<file path="src/rtl/mult_div_unit_if.sv">
// mult_div_unit_if
//   Bundles the operand, control and result signals of the sequential
//   multiply/divide unit. Clock and reset are not part of the bundle.
//   master: the requester (drives operands and start strobes, reads results)
//   slave : the multiply/divide unit itself
//
//   Operand1      multiplicand / dividend
//   Operand2      multiplier / divisor
//   Signed_Op     1 = two's-complement operands, sampled with a start
//   mult_start    request a multiply (wins over div_start)
//   div_start     request a divide
//   Result_Lo     product low half / quotient
//   Result_Hi     product high half / remainder
//   mult_div_done one-cycle completion pulse
//   Busy          operation in progress, starts ignored
//   DZ_OUT        divide-by-zero flag of the last completed divide
interface mult_div_unit_if #(
  parameter int OPERAND_WIDTH = 32
);
  logic [OPERAND_WIDTH-1:0] Operand1;
  logic [OPERAND_WIDTH-1:0] Operand2;
  logic                     Signed_Op;
  logic                     mult_start;
  logic                     div_start;
  logic [OPERAND_WIDTH-1:0] Result_Lo;
  logic [OPERAND_WIDTH-1:0] Result_Hi;
  logic                     mult_div_done;
  logic                     Busy;
  logic                     DZ_OUT;

  modport master (
    output Operand1, Operand2, Signed_Op, mult_start, div_start,
    input  Result_Lo, Result_Hi, mult_div_done, Busy, DZ_OUT
  );

  modport slave (
    input  Operand1, Operand2, Signed_Op, mult_start, div_start,
    output Result_Lo, Result_Hi, mult_div_done, Busy, DZ_OUT
  );
endinterface

</file>
<file path="src/rtl/mult_div_unit.sv">
// mult_div_unit
//   Radix-2 iterative multiply/divide unit with signed and unsigned modes.
//   Multiply: one shift-add step per cycle into a double-width accumulator.
//   Divide  : one restoring subtract step per cycle, quotient shifted into
//             the low accumulator half, partial remainder kept separately.
//   Operands are reduced to magnitudes on accept and signs are restored in
//   a single FIX cycle before the results are published.
//
//   CLK  : rising-edge clock
//   RST  : asynchronous active-high reset
//   bus  : slave side of mult_div_unit_if (operands, starts, results, status)
module mult_div_unit #(
  parameter int OPERAND_WIDTH = 32
) (
  input  logic            CLK,
  input  logic            RST,
  mult_div_unit_if.slave  bus
);

  localparam int W         = OPERAND_WIDTH;
  localparam int CNT_WIDTH = $clog2(OPERAND_WIDTH) + 1;
  localparam logic [CNT_WIDTH-1:0] LAST_STEP = CNT_WIDTH'(OPERAND_WIDTH - 1);

  typedef enum logic [1:0] {
    S_IDLE,
    S_CALC,
    S_FIX,
    S_DONE
  } state_t;

  state_t               r_state;
  logic [CNT_WIDTH-1:0] r_cnt;
  logic                 r_op_div;
  logic                 r_neg_res;
  logic                 r_neg_rem;
  logic [W-1:0]         r_a;
  logic [W-1:0]         r_b;
  logic [2*W-1:0]       r_acc;
  logic [W:0]           r_rem;

  logic [W-1:0]         r_res_lo;
  logic [W-1:0]         r_res_hi;
  logic                 r_done;
  logic                 r_busy;
  logic                 r_dz;

  logic                 w_accept;
  logic                 w_req_div;
  logic                 w_op1_neg;
  logic                 w_op2_neg;
  logic [W-1:0]         w_mag1;
  logic [W-1:0]         w_mag2;
  logic                 w_dz;
  logic [W-1:0]         w_addend;
  logic [W:0]           w_sum;
  logic [W:0]           w_shift;
  logic                 w_ge;
  logic [W:0]           w_diff;
  logic [2*W-1:0]       w_prod;
  logic [W-1:0]         w_quo;
  logic [W-1:0]         w_rem;

  assign bus.Result_Lo     = r_res_lo;
  assign bus.Result_Hi     = r_res_hi;
  assign bus.mult_div_done = r_done;
  assign bus.Busy          = r_busy;
  assign bus.DZ_OUT        = r_dz;

  // Starts are only honoured in IDLE and DONE; multiply has priority.
  assign w_accept  = ((r_state == S_IDLE) || (r_state == S_DONE)) &&
                     (bus.mult_start || bus.div_start);
  assign w_req_div = ~bus.mult_start;

  assign w_op1_neg = bus.Signed_Op & bus.Operand1[W-1];
  assign w_op2_neg = bus.Signed_Op & bus.Operand2[W-1];
  assign w_mag1    = w_op1_neg ? -bus.Operand1 : bus.Operand1;
  assign w_mag2    = w_op2_neg ? -bus.Operand2 : bus.Operand2;
  assign w_dz      = w_req_div && (bus.Operand2 == '0);

  // Shift-add step: add multiplicand into the upper half when the current
  // multiplier bit (LSB of accumulator) is set, then shift right by one with
  // the carry entering at the top.
  assign w_addend = r_acc[0] ? r_a : '0;
  assign w_sum    = {1'b0, r_acc[2*W-1:W]} + {1'b0, w_addend};

  // Restoring step: the next dividend bit comes from the MSB of the low
  // accumulator half, which doubles as the quotient shift register.
  assign w_shift = {r_rem[W-1:0], r_acc[W-1]};
  assign w_ge    = (w_shift >= {1'b0, r_b});
  assign w_diff  = w_shift - {1'b0, r_b};

  // Sign restoration applied in FIX.
  assign w_prod = r_neg_res ? -r_acc : r_acc;
  assign w_quo  = r_neg_res ? -r_acc[W-1:0] : r_acc[W-1:0];
  assign w_rem  = r_neg_rem ? -r_rem[W-1:0] : r_rem[W-1:0];

  always_ff @(posedge CLK or posedge RST) begin
    if (RST) begin
      r_state   <= S_IDLE;
      r_cnt     <= '0;
      r_op_div  <= 1'b0;
      r_neg_res <= 1'b0;
      r_neg_rem <= 1'b0;
      r_a       <= '0;
      r_b       <= '0;
      r_acc     <= '0;
      r_rem     <= '0;
      r_res_lo  <= '0;
      r_res_hi  <= '0;
      r_done    <= 1'b0;
      r_busy    <= 1'b0;
      r_dz      <= 1'b0;
    end else begin
      case (r_state)
        S_IDLE, S_DONE: begin
          r_done <= 1'b0;
          if (w_accept) begin
            r_op_div  <= w_req_div;
            r_a       <= w_mag1;
            r_b       <= w_mag2;
            r_neg_res <= w_op1_neg ^ w_op2_neg;
            r_neg_rem <= w_op1_neg;
            r_cnt     <= '0;
            r_rem     <= '0;
            r_acc     <= w_req_div ? {{W{1'b0}}, w_mag1} : {{W{1'b0}}, w_mag2};
            if (w_dz) begin
              // Divide by zero completes immediately without iterating.
              r_state  <= S_DONE;
              r_done   <= 1'b1;
              r_busy   <= 1'b0;
              r_res_lo <= '1;
              r_res_hi <= bus.Operand1;
              r_dz     <= 1'b1;
            end else begin
              r_state <= S_CALC;
              r_busy  <= 1'b1;
            end
          end else begin
            r_state <= S_IDLE;
          end
        end

        S_CALC: begin
          if (r_op_div) begin
            r_rem          <= w_ge ? w_diff : w_shift;
            r_acc[W-1:0]   <= {r_acc[W-2:0], w_ge};
          end else begin
            r_acc <= {w_sum, r_acc[W-1:1]};
          end
          r_cnt <= r_cnt + CNT_WIDTH'(1);
          if (r_cnt == LAST_STEP) begin
            r_state <= S_FIX;
          end
        end

        S_FIX: begin
          r_state <= S_DONE;
          r_busy  <= 1'b0;
          r_done  <= 1'b1;
          r_dz    <= 1'b0;
          if (r_op_div) begin
            r_res_lo <= w_quo;
            r_res_hi <= w_rem;
          end else begin
            r_res_lo <= w_prod[W-1:0];
            r_res_hi <= w_prod[2*W-1:W];
          end
        end

        default: begin
          r_state <= S_IDLE;
        end
      endcase
    end
  end

endmodule

</file>
<file path="src/flat_wrapper.sv">
// flat-port wrapper written by rule: the top's interface ports become plain ports
module mult_div_unit_flat 
#(
  parameter int OPERAND_WIDTH = 32
)
  (CLK, RST, bus_Operand1, bus_Operand2, bus_Signed_Op, bus_mult_start, bus_div_start, bus_Result_Lo, bus_Result_Hi, bus_mult_div_done, bus_Busy, bus_DZ_OUT);
  mult_div_unit_if #(.OPERAND_WIDTH(OPERAND_WIDTH)) bus_i ();
  input  logic CLK;
  input  logic RST;
  input wire logic [$bits(bus_i.Operand1)-1:0] bus_Operand1;
  input wire logic [$bits(bus_i.Operand2)-1:0] bus_Operand2;
  input wire logic [$bits(bus_i.Signed_Op)-1:0] bus_Signed_Op;
  input wire logic [$bits(bus_i.mult_start)-1:0] bus_mult_start;
  input wire logic [$bits(bus_i.div_start)-1:0] bus_div_start;
  output wire logic [$bits(bus_i.Result_Lo)-1:0] bus_Result_Lo;
  output wire logic [$bits(bus_i.Result_Hi)-1:0] bus_Result_Hi;
  output wire logic [$bits(bus_i.mult_div_done)-1:0] bus_mult_div_done;
  output wire logic [$bits(bus_i.Busy)-1:0] bus_Busy;
  output wire logic [$bits(bus_i.DZ_OUT)-1:0] bus_DZ_OUT;
  assign bus_i.Operand1 = bus_Operand1;
  assign bus_i.Operand2 = bus_Operand2;
  assign bus_i.Signed_Op = bus_Signed_Op;
  assign bus_i.mult_start = bus_mult_start;
  assign bus_i.div_start = bus_div_start;
  assign bus_Result_Lo = bus_i.Result_Lo;
  assign bus_Result_Hi = bus_i.Result_Hi;
  assign bus_mult_div_done = bus_i.mult_div_done;
  assign bus_Busy = bus_i.Busy;
  assign bus_DZ_OUT = bus_i.DZ_OUT;
  mult_div_unit #(.OPERAND_WIDTH(OPERAND_WIDTH)) u_core (.CLK(CLK), .RST(RST), .bus(bus_i));
endmodule
</file>
<file path="config.mk">
export PLATFORM = sky130hd
export DESIGN_NAME = mult_div_unit_flat
export DESIGN_NICKNAME = d
export VERILOG_FILES = /design/src/rtl/mult_div_unit_if.sv /design/src/rtl/mult_div_unit.sv /design/src/flat_wrapper.sv
export SDC_FILE = /design/constraint.sdc
export NUM_CORES = 1
export LEC_CHECK = 0
export ABC_AREA = 0
export BUFFER_PORTS_ARGS = -buffer_cell sky130_fd_sc_hd__buf_4
export CORE_ASPECT_RATIO = 0.7
export CORE_MARGIN = 4
export CORE_UTILIZATION = 35
export CTS_BUF_LIST = sky130_fd_sc_hd__clkbuf_8
export DETAILED_ROUTE_END_ITERATION = 12
export PLACE_DENSITY_LB_ADDON = 0.08
export SETUP_SLACK_MARGIN = 0.5
export SLEW_MARGIN = 20
export SYNTH_ARGS = -nofsm -noshare
export SYNTH_HDL_FRONTEND = slang
export SYNTH_SLANG_ARGS = --single-unit
</file>
<file path="constraint.sdc">
create_clock -name CLK -period 19.5 [get_ports CLK]
set_input_delay 3.9 -clock CLK [delete_from_list [all_inputs] [get_ports CLK]]
set_output_delay 3.9 -clock CLK [all_outputs]
set_load 0.05 [all_outputs]
</file>
==> impl_metrics.toml, run 1 <==
[setup_path]
worstPathArrival_ns = 8.00
end_kind = "flop"
critPathMaxFanout = 62
crit_path_start_kind = "input pin"
cp.required_ns = 20.00
worstSetupPathType = "input pin to flop"

[clock_network]
clockBufferDepth = 3
cts_made_buffers = 44
clock-sinks = 238
clk_pin_slew_worst_paths_ns = 0.06
cts_root_buf = "clkbuf_8"
cts_tree = "built"
htree_levels = 2
holdBufCountCts = 0
worstSkewPairLatency_ns = 0.61
cts_resized = 0
post_cts_buffers = 0

[floorplan]
rows = 68
die_w_um = 278
pin_count = 136
fp.dieArea_um2 = 54600
core_area_um2 = 49800
die_h_um = 197
start_util_pct = 35.8

[placed_design]
io_buffer_count = 135
dp_hpwl_mm = 52.2
post-place-ws_ns = 11.50
place.gp.congestion = 0.923
placed_area_um2 = 19300

[timing]
min_period_ns = 7.51
fin_crit_sh_pct = 38.5
hold_viol_final = 0
rsz0062_at_grt = "no"
worst_slew_pin_slew_ns = 1.11
fmax_ghz = 0.133
finalSetupViolCount = 0
final.setup.tns_ns = 0
slew_viol_final = 0
skew_ns = 0.0388
setup_ws_ns = 11.99
max_slew_margin_pct = 25.0

[power]
p_per_area_nw_per_um2 = 157
p_leak_uw = 0.00875
vdd.ir_drop.worst_mv = 0.130

[finish]
final_area_um2 = 20200
drive_above_1_share_pct = 11.5
final_cell_mix = "nand2_1 (276), dfrtp_1 (235), o21ai_0 (198), buf_4 (156), nor2_1 (148)"
syn_to_final_growth_pct = 13.2
final_common_cell = "nand2_1"
nets = 2392

[global_routing]
grtUsageTotal_pct = 24.4
grt_pass1_vias = 16100
grt_pass1_wl_mm = 103
antenna_found_initial = 8
overflow = 0
grt_max_degree = 118

[synth]
yosysSeqAreaShare_pct = 33.4
ys.flop_type = "dfrtp_1"
avgSynthCellArea_um2 = 8.15
ys_ff_latch = 238
yosysWarnings = 0
syn_inst = 2186
synthesis.area_um2 = 17800
syn_nets = 2329
ys_types = 81
synth-edff-count = 0
async_flop_share_pct = 100

[routing]
viasPerCell = 5.79
dr.pass1.iters = 6
drc = 0
wl_mm = 69.0
num_vias = 17100
post_drt_wl_per_cell_um = 23.4
antenna_left = 0
drt_iter0_markers = 1565

[min_path]
hold_path_class = "flop to flop"

[run_status]
status = "finished, final reports clean"

[run]
drv_cap = 0
final timing paths:
path,start,to,slack (ns),depth (start not counted)
max,bus_Operand2[25],u_core.bus.Result_Hi[14]$_DFFE_PP0P_,11.99,10
min,u_core.r_a[5]$_DFFE_PP0P_,u_core.r_a[5]$_DFFE_PP0P_,0.48,2
max reg2reg,u_core.r_acc[31]$_DFFE_PP0P_,u_core.r_acc[0]$_DFFE_PP0P_,15.22,11
min reg2reg,u_core.r_a[5]$_DFFE_PP0P_,u_core.r_a[5]$_DFFE_PP0P_,0.48,2
max in group asynchronous,RST,u_core.r_acc[0]$_DFFE_PP0P_,14.43,3
min in group asynchronous,RST,u_core.r_rem[30]$_DFFE_PP0P_,3.51,2
layer usage:
| metal | vias up | global-route usage [%] | wire length [um] |
|---|---|---|---|
| met1 | 8337 | 36.7 | 33300 |
| met3 | 97 | 6.43 | 5780 |
| met5 | - | 0 | 32 |
| li1 | 8015 | - | - |
| met4 | 6 | 5.83 | 1520 |
| met2 | 595 | 34.9 | 28400 |
cells in the mapped netlist (9+ instances only):
| library cell | n | area share (%) |
|---|---|---|
| nand2_1 | 276 | 5.8 |
| dfrtp_1 | 238 | 33 |
| o21ai_0 | 198 | 5.6 |
| nor2_1 | 148 | 3.1 |
| a21oi_1 | 142 | 4.0 |
| clkbuf_1 | 117 | 2.5 |
| xnor2_1 | 98 | 4.8 |
| xor2_1 | 97 | 4.8 |
| inv_1 | 78 | 1.6 |
| ha_1 | 72 | 5.1 |
| nand3_1 | 71 | 2.0 |
| mux2i_1 | 57 | 3.2 |
| a31oi_1 | 54 | 1.9 |
| o31ai_1 | 46 | 1.9 |
| and2_1 | 39 | 1.4 |
| nor3_1 | 38 | 1.1 |
| a21o_1 | 27 | 1.1 |
| o21ai_1 | 27 | 0.76 |
| nor3b_1 | 24 | 1.0 |
| nand4_1 | 23 | 0.81 |
| o41ai_1 | 22 | 1.1 |
| or4_1 | 21 | 0.89 |
| nand2b_1 | 19 | 0.67 |
| o211ai_1 | 19 | 0.80 |
| nor4_1 | 17 | 0.60 |
| or3_1 | 16 | 0.56 |
| and3_1 | 14 | 0.49 |
| o311ai_1 | 12 | 0.59 |
| buf_1 | 11 | 0.23 |
| nor2b_1 | 10 | 0.35 |
| o21a_1 | 10 | 0.42 |
| buf_2 | 9 | 0.25 |
logic make-up (layout without fill, tap and decap cells):
group | count (synthesis) | after routing | share of synthesized area [%]
compound gates | 643 | 643 | 22.6
xor+xnor | 195 | 195 | 9.59
fa+ha+maj | 74 | 74 | 5.28
buf+inv | 217 | 309 | 4.70
flops | 238 | 238 | 33.4
mux | 64 | 64 | 3.65
other cells | 0 | 1 | 0
simple gates | 755 | 755 | 20.8
registers in the layout, indices dropped and copies added, names as in the netlist:
name and flops:
u_core.bus.Busy 1, u_core.bus.DZ_OUT 1, u_core.bus.Result_Hi 32, u_core.bus.Result_Lo 32
u_core.bus.mult_div_done 1, u_core.r_a 32, u_core.r_acc 64, u_core.r_b 32
u_core.r_cnt 6, u_core.r_neg_rem 1, u_core.r_neg_res 1, u_core.r_op_div 1
u_core.r_rem 32, u_core.r_state 2
stage by stage:
stage | instances | total power (uW) | hold WS, ns | util (%)
2_1_floorplan | 2186 | 2100 | 0.442 | -
3_3_place_gp | 2868 | 2640 | 0.460 | 38.8
3_5_place_dp | 2868 | 2670 | 0.466 | 38.8
4_1_cts | 2943 | 3160 | 0.478 | 40.5
5_1_grt | 2943 | 3400 | 0.494 | 40.5
6_report | 2944 | 3160 | 0.476 | 40.5
worst max-delay path, stage by stage:
cell	delay [ns]
buf_4	0.11
or4_1	0.56
nor3_1	0.44
nand4_1	0.43
nor3_2	0.70
a21o_2	0.17
buf_4	0.50
and2_1	0.76
o211ai_1	0.20
o311a_1	0.18
area by class of cell:
cell class	instances	area [um^2]
repair buffers	156	1170
clock inverters	22	106
clock buffers	53	729
multi-input cells	1731	11100
well taps	665	832
inverters	78	300
diodes	1	2.50
fillers	5198	29600
flip-flops and latches	238	5960
where the power goes:
part | switching (uW) | internal, uW | leakage [uW] | total, uW
clock network | 232 | 246 | 0.000492 | 478
logic | 1210 | 590 | 0.00529 | 1800
registers | 215 | 671 | 0.00296 | 887
Note: power is estimated with default switching activity, not from simulation.
==> run 2: changes to the inputs <==
Settings changed: ABC_AREA 0 to 1.
Clock period 19.5 ns to 6.5 ns, I/O delays scaled along.
==> run 2 against run 1 <==
  * Sequential power grew to 3.1 times the previous value
  * Sequential share of layout area fell by 3.5 points
  * First-iteration DRC count is 60% higher
  * Power grew to 3.6 times the previous value
  * Register-to-register slack worse by 12 ns
  * Critical path type unchanged
==> impl_metrics.toml, run 2 <==
[run_status]
status = "finished, final reports clean"

[finish]
final_area_um2 = 22900
final_common_cell = "nand2_1"
filler_cell_count = 6297
largest_reg_flops = 64
syn_to_final_growth_pct = 12.5
top_register = "u_core.r_acc"
final_cell_mix = "nand2_1 (949), nor2_1 (431), inv_1 (403), nand3_1 (349), dfrtp_1 (237)"
nets = 3494
drive_above_1_share_pct = 8.78
final_util_pct = 40.1
fin_cells = 4134

[synth]
syn_nets = 3410
avgSynthCellArea_um2 = 6.22
synthesis.area_um2 = 20300
ys.flop_type = "dfrtp_1"
synth.top_cells.by_count = "nand2_1 (950), nor2_1 (433), inv_1 (392), nand3_1 (349), dfrtp_1 (238)"
yosysMostFrequentCell = "nand2_1"
syn_inst = 3267
synth_top_cell_by_area = "dfrtp_1"
ys_ff_latch = 238
yosysSeqAreaShare_pct = 29.3
yosys-top-cells-area = "dfrtp_1 (29%), nand2_1 (18%), nand3_1 (8.6%)"
yosysWarnings = 0
async_flop_share_pct = 100
synth_top_area_share_pct = 29.3
synth-edff-count = 0
ys_types = 53

[timing]
finalSetupViolCount = 0
min_period_ns = 3.61
hold_viol_final = 0
worst_slew_pin_slew_ns = 1.04
fin_crit_sh_pct = 55.5
final.setup.tns_ns = 0
fmax_ghz = 0.277
rsz0062_at_grt = "no"
max_slew_margin_pct = 30.3
slew_viol_final = 0
skew_ns = 0.0764

[floorplan]
die_w_um = 296
core_area_um2 = 57100
fp.dieArea_um2 = 62100
start_util_pct = 35.6
die_h_um = 210
rows = 73
pin_count = 136

[setup_path]
cpMaxStageDelayCell = "nand2_4"
worstPathArrival_ns = 4.15
critPathMaxFanout = 73
cp.required_ns = 7.04
rrSetupSlack_ns = 3.03
rr_startpoint = "u_core.r_b[12]$_DFFE_PP0P_"
end_kind = "flop"
path_buf_inv = 3
reg2regPathDepth = 13
path_depth = 15
worstReg2RegEnd = "u_core.r_rem[23]$_DFFE_PP0P_"
slowest_delay_ns = 0.63
path_cells = "buf_4, inv_1, ha_1, nand2_1, nor2_2, nand2_2, nor2_4, nand3_2, nor2_4, nand3_4, nand2_4, inv_4, a21oi_1, nand2_1, nand2_1"
worstSetupPathType = "input pin to flop"
crit_family = "simple AND/OR/NAND/NOR gates"
crit_path_start_kind = "input pin"
cpMostUsedCell = "nand2_1"

[global_routing]
grtUsageTotal_pct = 29.3
antenna_found_initial = 2
grt_max_degree = 137
grt_pass1_vias = 20800
overflow = 0
grt_pass1_wl_mm = 136

[power]
vdd.ir_drop.worst_mv = 0.267
p_leak_uw = 0.0115
power_uw = 11300
p_per_area_nw_per_um2 = 494

[clock_network]
clk_pin_slew_worst_paths_ns = 0.05
post_cts_buffers = 0
worstSkewPairLatency_ns = 0.67
cts_made_buffers = 46
cts_resized = 0
htree_levels = 2
cts_tree = "built"
holdBufCountCts = 0
cts_root_buf = "clkbuf_8"
clockBufferDepth = 3
clock-sinks = 238

[placed_design]
dp_cells = 4053
place.gp.congestion = 1.02
dp_hpwl_mm = 74.3
placed_area_um2 = 21900
io_buffer_count = 135

[min_path]
holdPathEnd = "u_core.bus.Result_Hi[7]$_DFFE_PP0P_"
min_from = "u_core.bus.Result_Hi[7]$_DFFE_PP0P_"
hold_path_class = "flop to flop"
whs_path_depth = 2

[routing]
antenna_left = 0
drt_iter0_markers = 2505
dr.pass1.iters = 5
wl_mm = 93.3
post_drt_wl_per_cell_um = 22.6
num_vias = 22900
viasPerCell = 5.54
drc = 0

[run]
drv_cap = 0
-- run 2: cell types whose count changed after synthesis, moves of 54 or more --
cell and delta:
clkbuf_1 -54, nand3_1 +278, xor2_1 -69, nand2_1 +674
inv_1 +314, xnor2_1 -85, mux2i_1 -57, nor2_1 +285
-- run 2: kinds of logic (layout without fill, tap and decap cells) --
family | count (synthesis) | after routing | share of synthesized area (%)
XOR/XNOR | 41 | 41 | 1.77
flip-flops | 238 | 238 | 29.3
adder cells (fa/ha/maj) | 74 | 74 | 4.63
buffers and inverters | 521 | 637 | 10.1
other | 0 | 1 | 0
AO/OA/AOI/OAI | 536 | 536 | 15.8
AND/OR/NAND/NOR | 1857 | 1857 | 38.3
-- run 2: metrics by stage --
step	setup slack [ns]	hold WS (ns)
finish	2.89	0.478
global route	2.64	0.495
CTS	2.68	0.483
detailed placement	1.98	0.468
global placement	2.00	0.471
floorplan	2.08	0.449
-- run 2: report_power, final --
part | internal (uW) | switching [uW]
Combinational | 1970 | 4990
Sequential | 2070 | 650
Clock | 865 | 771
-- run 2: how the worst max path moves through the flow --
stage               startpoint                                    to
6_report       bus_Operand2[0]  u_core.bus.Result_Hi[27]$_DFFE_PP0P_
5_1_grt        bus_Operand2[0]  u_core.bus.Result_Hi[27]$_DFFE_PP0P_
4_1_cts         bus_mult_start           u_core.r_cnt[5]$_DFFE_PP0P_
3_5_place_dp    bus_mult_start           u_core.r_cnt[5]$_DFFE_PP0P_
3_3_place_gp    bus_mult_start          u_core.r_acc[31]$_DFFE_PP0P_
2_1_floorplan              RST           u_core.bus.Busy$_DFFE_PP0P_
-- run 2: layout make-up --
| cell class | instances | area (um^2) | share of cell area (%) |
|---|---|---|---|
| Antenna cell | 1 | 2.50 | 0.0109 |
| Clock buffer | 60 | 826 | 3.61 |
| Clock inverter | 20 | 130 | 0.569 |
| Inverter | 402 | 1520 | 6.62 |
| Multi-Input combinational cell | 2508 | 12300 | 53.9 |
| Sequential cell | 238 | 5960 | 26.0 |
| Tap cell | 750 | 938 | 4.10 |
| Timing Repair Buffer | 155 | 1180 | 5.14 |
-- run 2: routing by layer --
metal  GRT usage, %  share of wire (%)
met1           47.1                 50
met2           38.0                 37
met3           8.06                 10
met4           5.72                1.8
met5              0                  0
-- run 2: worst min-delay path, cell delays in order (launching register included) --
cell and delay [ns]:
dfrtp_1 0.34, nand2_1 0.05, nand2_1 0.05
==> run 3: changes to the inputs <==
Settings changed: ABC_AREA 1 to 0.
Clock period 6.5 ns to 3.5 ns, I/O delays scaled along.
==> run 3 against run 2 <==
  * Routed wire length fell by 22%
  * Sequential power rose by 82%
  * First-iteration DRC count fell by 37%
  * Register-to-register slack got worse by 2.6 ns
  * Combinational power rose by 64%
  * Hold slack got worse by 0.19 ns
  * Count of clock-buffer cells in the layout did not move
  * Utilization rose by 4.6 points
  * Global-route usage fell by 3.8 points
  * Largest cell class unchanged
  * Critical path depth fell by 5
  * Power rose by 70%
  * Final cell count fell by 25%
==> impl_metrics.toml, run 3 (same netlist as run 1, synthesis figures left out) <==
[floorplan]
pin_count = 136
fp.dieArea_um2 = 54600
start_util_pct = 35.8
rows = 68
die_w_um = 278
die_h_um = 197
core_area_um2 = 49800

[routing]
viasPerCell = 5.77
drt_iter0_markers = 1585
wl_mm = 73.0
dr.pass1.iters = 7
post_drt_wl_per_cell_um = 23.7
drc = 0
antenna_left = 0
num_vias = 17800

[power]
vdd.ir_drop.worst_mv = 0.509
p_leak_uw = 0.00960
p_per_area_nw_per_um2 = 867

[timing]
min_period_ns = 3.09
hold_ws_ns = 0.290
final.setup.tns_ns = 0
rsz0062_at_grt = "yes"
hold_viol_final = 0
skew_ns = 0.0181
fmax_ghz = 0.324
max_slew_margin_pct = 30.5
slew_viol_final = 0
worst_slew_pin_slew_ns = 1.04
fin_crit_sh_pct = 88.2
finalSetupViolCount = 0

[placed_design]
dp_hpwl_mm = 55.9
io_buffer_count = 135
dp_cells = 2988
place.gp.congestion = 0.886

[global_routing]
overflow = 0
grt_pass1_vias = 16700
antenna_found_initial = 0
grt_pass1_wl_mm = 107
grt_max_degree = 84
grtUsageTotal_pct = 25.5

[finish]
final_cell_mix = "nand2_1 (275), buf_4 (275), dfrtp_1 (233), o21ai_0 (187), nor2_1 (145)"
filler_cell_count = 5001
drive_above_1_share_pct = 21.0
syn_to_final_growth_pct = 24.9
nets = 2533
largest_reg_flops = 64
antenna_cells = 0
top_register = "u_core.r_acc"
fin_cells = 3087

[clock_network]
clockBufferDepth = 3
clock-sinks = 238
cts_tree = "built"
clk_pin_slew_worst_paths_ns = 0.07
holdBufCountCts = 0
cts_root_buf = "clkbuf_8"
cts_made_buffers = 43
htree_levels = 2
worstSkewPairLatency_ns = 0.60

[min_path]
hold_path_class = "input pin to asynchronous set/reset pin"

[setup_path]
critPathMaxFanout = 13
worstPathArrival_ns = 3.61
worstSetupStartpoint = "u_core.r_rem[1]$_DFFE_PP0P_"
rr_startpoint = "u_core.r_rem[1]$_DFFE_PP0P_"
crit_path_start_kind = "flop"
cp.required_ns = 4.02
worstSetupPathType = "flop to flop"
end_kind = "flop"

[run]
drv_cap = 0

[run_status]
status = "finished, final reports clean"
[run 3: worst max-delay path: stages, from the launching register on]
cell	delay, ns
dfrtp_1	0.44
ha_1	0.32
buf_4	0.13
nand4_1	0.10
nor2_2	0.11
nand4_1	0.34
or4_4	0.55
o2111a_2	0.23
buf_12	0.17
or4b_1	0.52
nand3_1	0.09
[run 3: worst paths after layout]
| kind | depth (start not counted) | slack, ns | to |
|---|---|---|---|
| setup reg to reg | 10 | 0.41 | u_core.r_rem[5]$_DFFE_PP0P_ |
| hold reg to reg | 2 | 0.47 | u_core.r_a[11]$_DFFE_PP0P_ |
| hold / removal | 2 | 0.29 | u_core.bus.Result_Hi[16]$_DFFE_PP0P_ |
| max in group asynchronous | 3 | 2.34 | u_core.r_neg_res$_DFFE_PP0P_ |
| setup / recovery | 10 | 0.41 | u_core.r_rem[5]$_DFFE_PP0P_ |
| min in group CLK | 3 | 0.43 | u_core.bus.Result_Hi[4]$_DFFE_PP0P_ |
[run 3: cell type report]
class / count / area, um^2 / share of cell area, %
clock buffer: 60 / 826 / 3.71
clock inverter: 17 / 104 / 0.467
inverter: 78 / 297 / 1.33
multi-input combinational: 1731 / 11800 / 52.9
sequential: 238 / 5960 / 26.8
tap: 665 / 832 / 3.74
timing repair buffer: 298 / 2450 / 11.0
[run 3: what timing repair did]
item,in CTS,in global routing
gates cloned,0,1
gates resized for setup,49,104
buffers inserted,7,14
setup endpoints to repair,53,53
pin swaps,24,42
[run 3: report_power, final]
group          total, uW  internal (uW)  switching (uW)
clock network       2930           1590            1340
logic              11400           4070            7340
registers           4940           3740            1200
total              19300           9400            9880
[run 3: layer usage]
metal  GRT usage [%]  part of all wire, %
met1            40.1                   49
met4            4.84                  1.7
met5               0                    0
met2            36.4                   41
met3            4.59                  7.9
[run 3: metrics by stage]
| stage | worst slack [ns] | total power [uW] | utilization [%] | area, um^2 |
|---|---|---|---|---|
| 2_1_floorplan | -0.320 | 11700 | - | 17800 |
| 3_3_place_gp | 0.108 | 15500 | 40.9 | 20400 |
| 3_5_place_dp | 0.150 | 15600 | 40.9 | 20400 |
| 4_1_cts | 0.437 | 18800 | 43.4 | 21600 |
| 5_1_grt | 0.360 | 20600 | 44.7 | 22200 |
| 6_report | 0.414 | 19300 | 44.7 | 22200 |
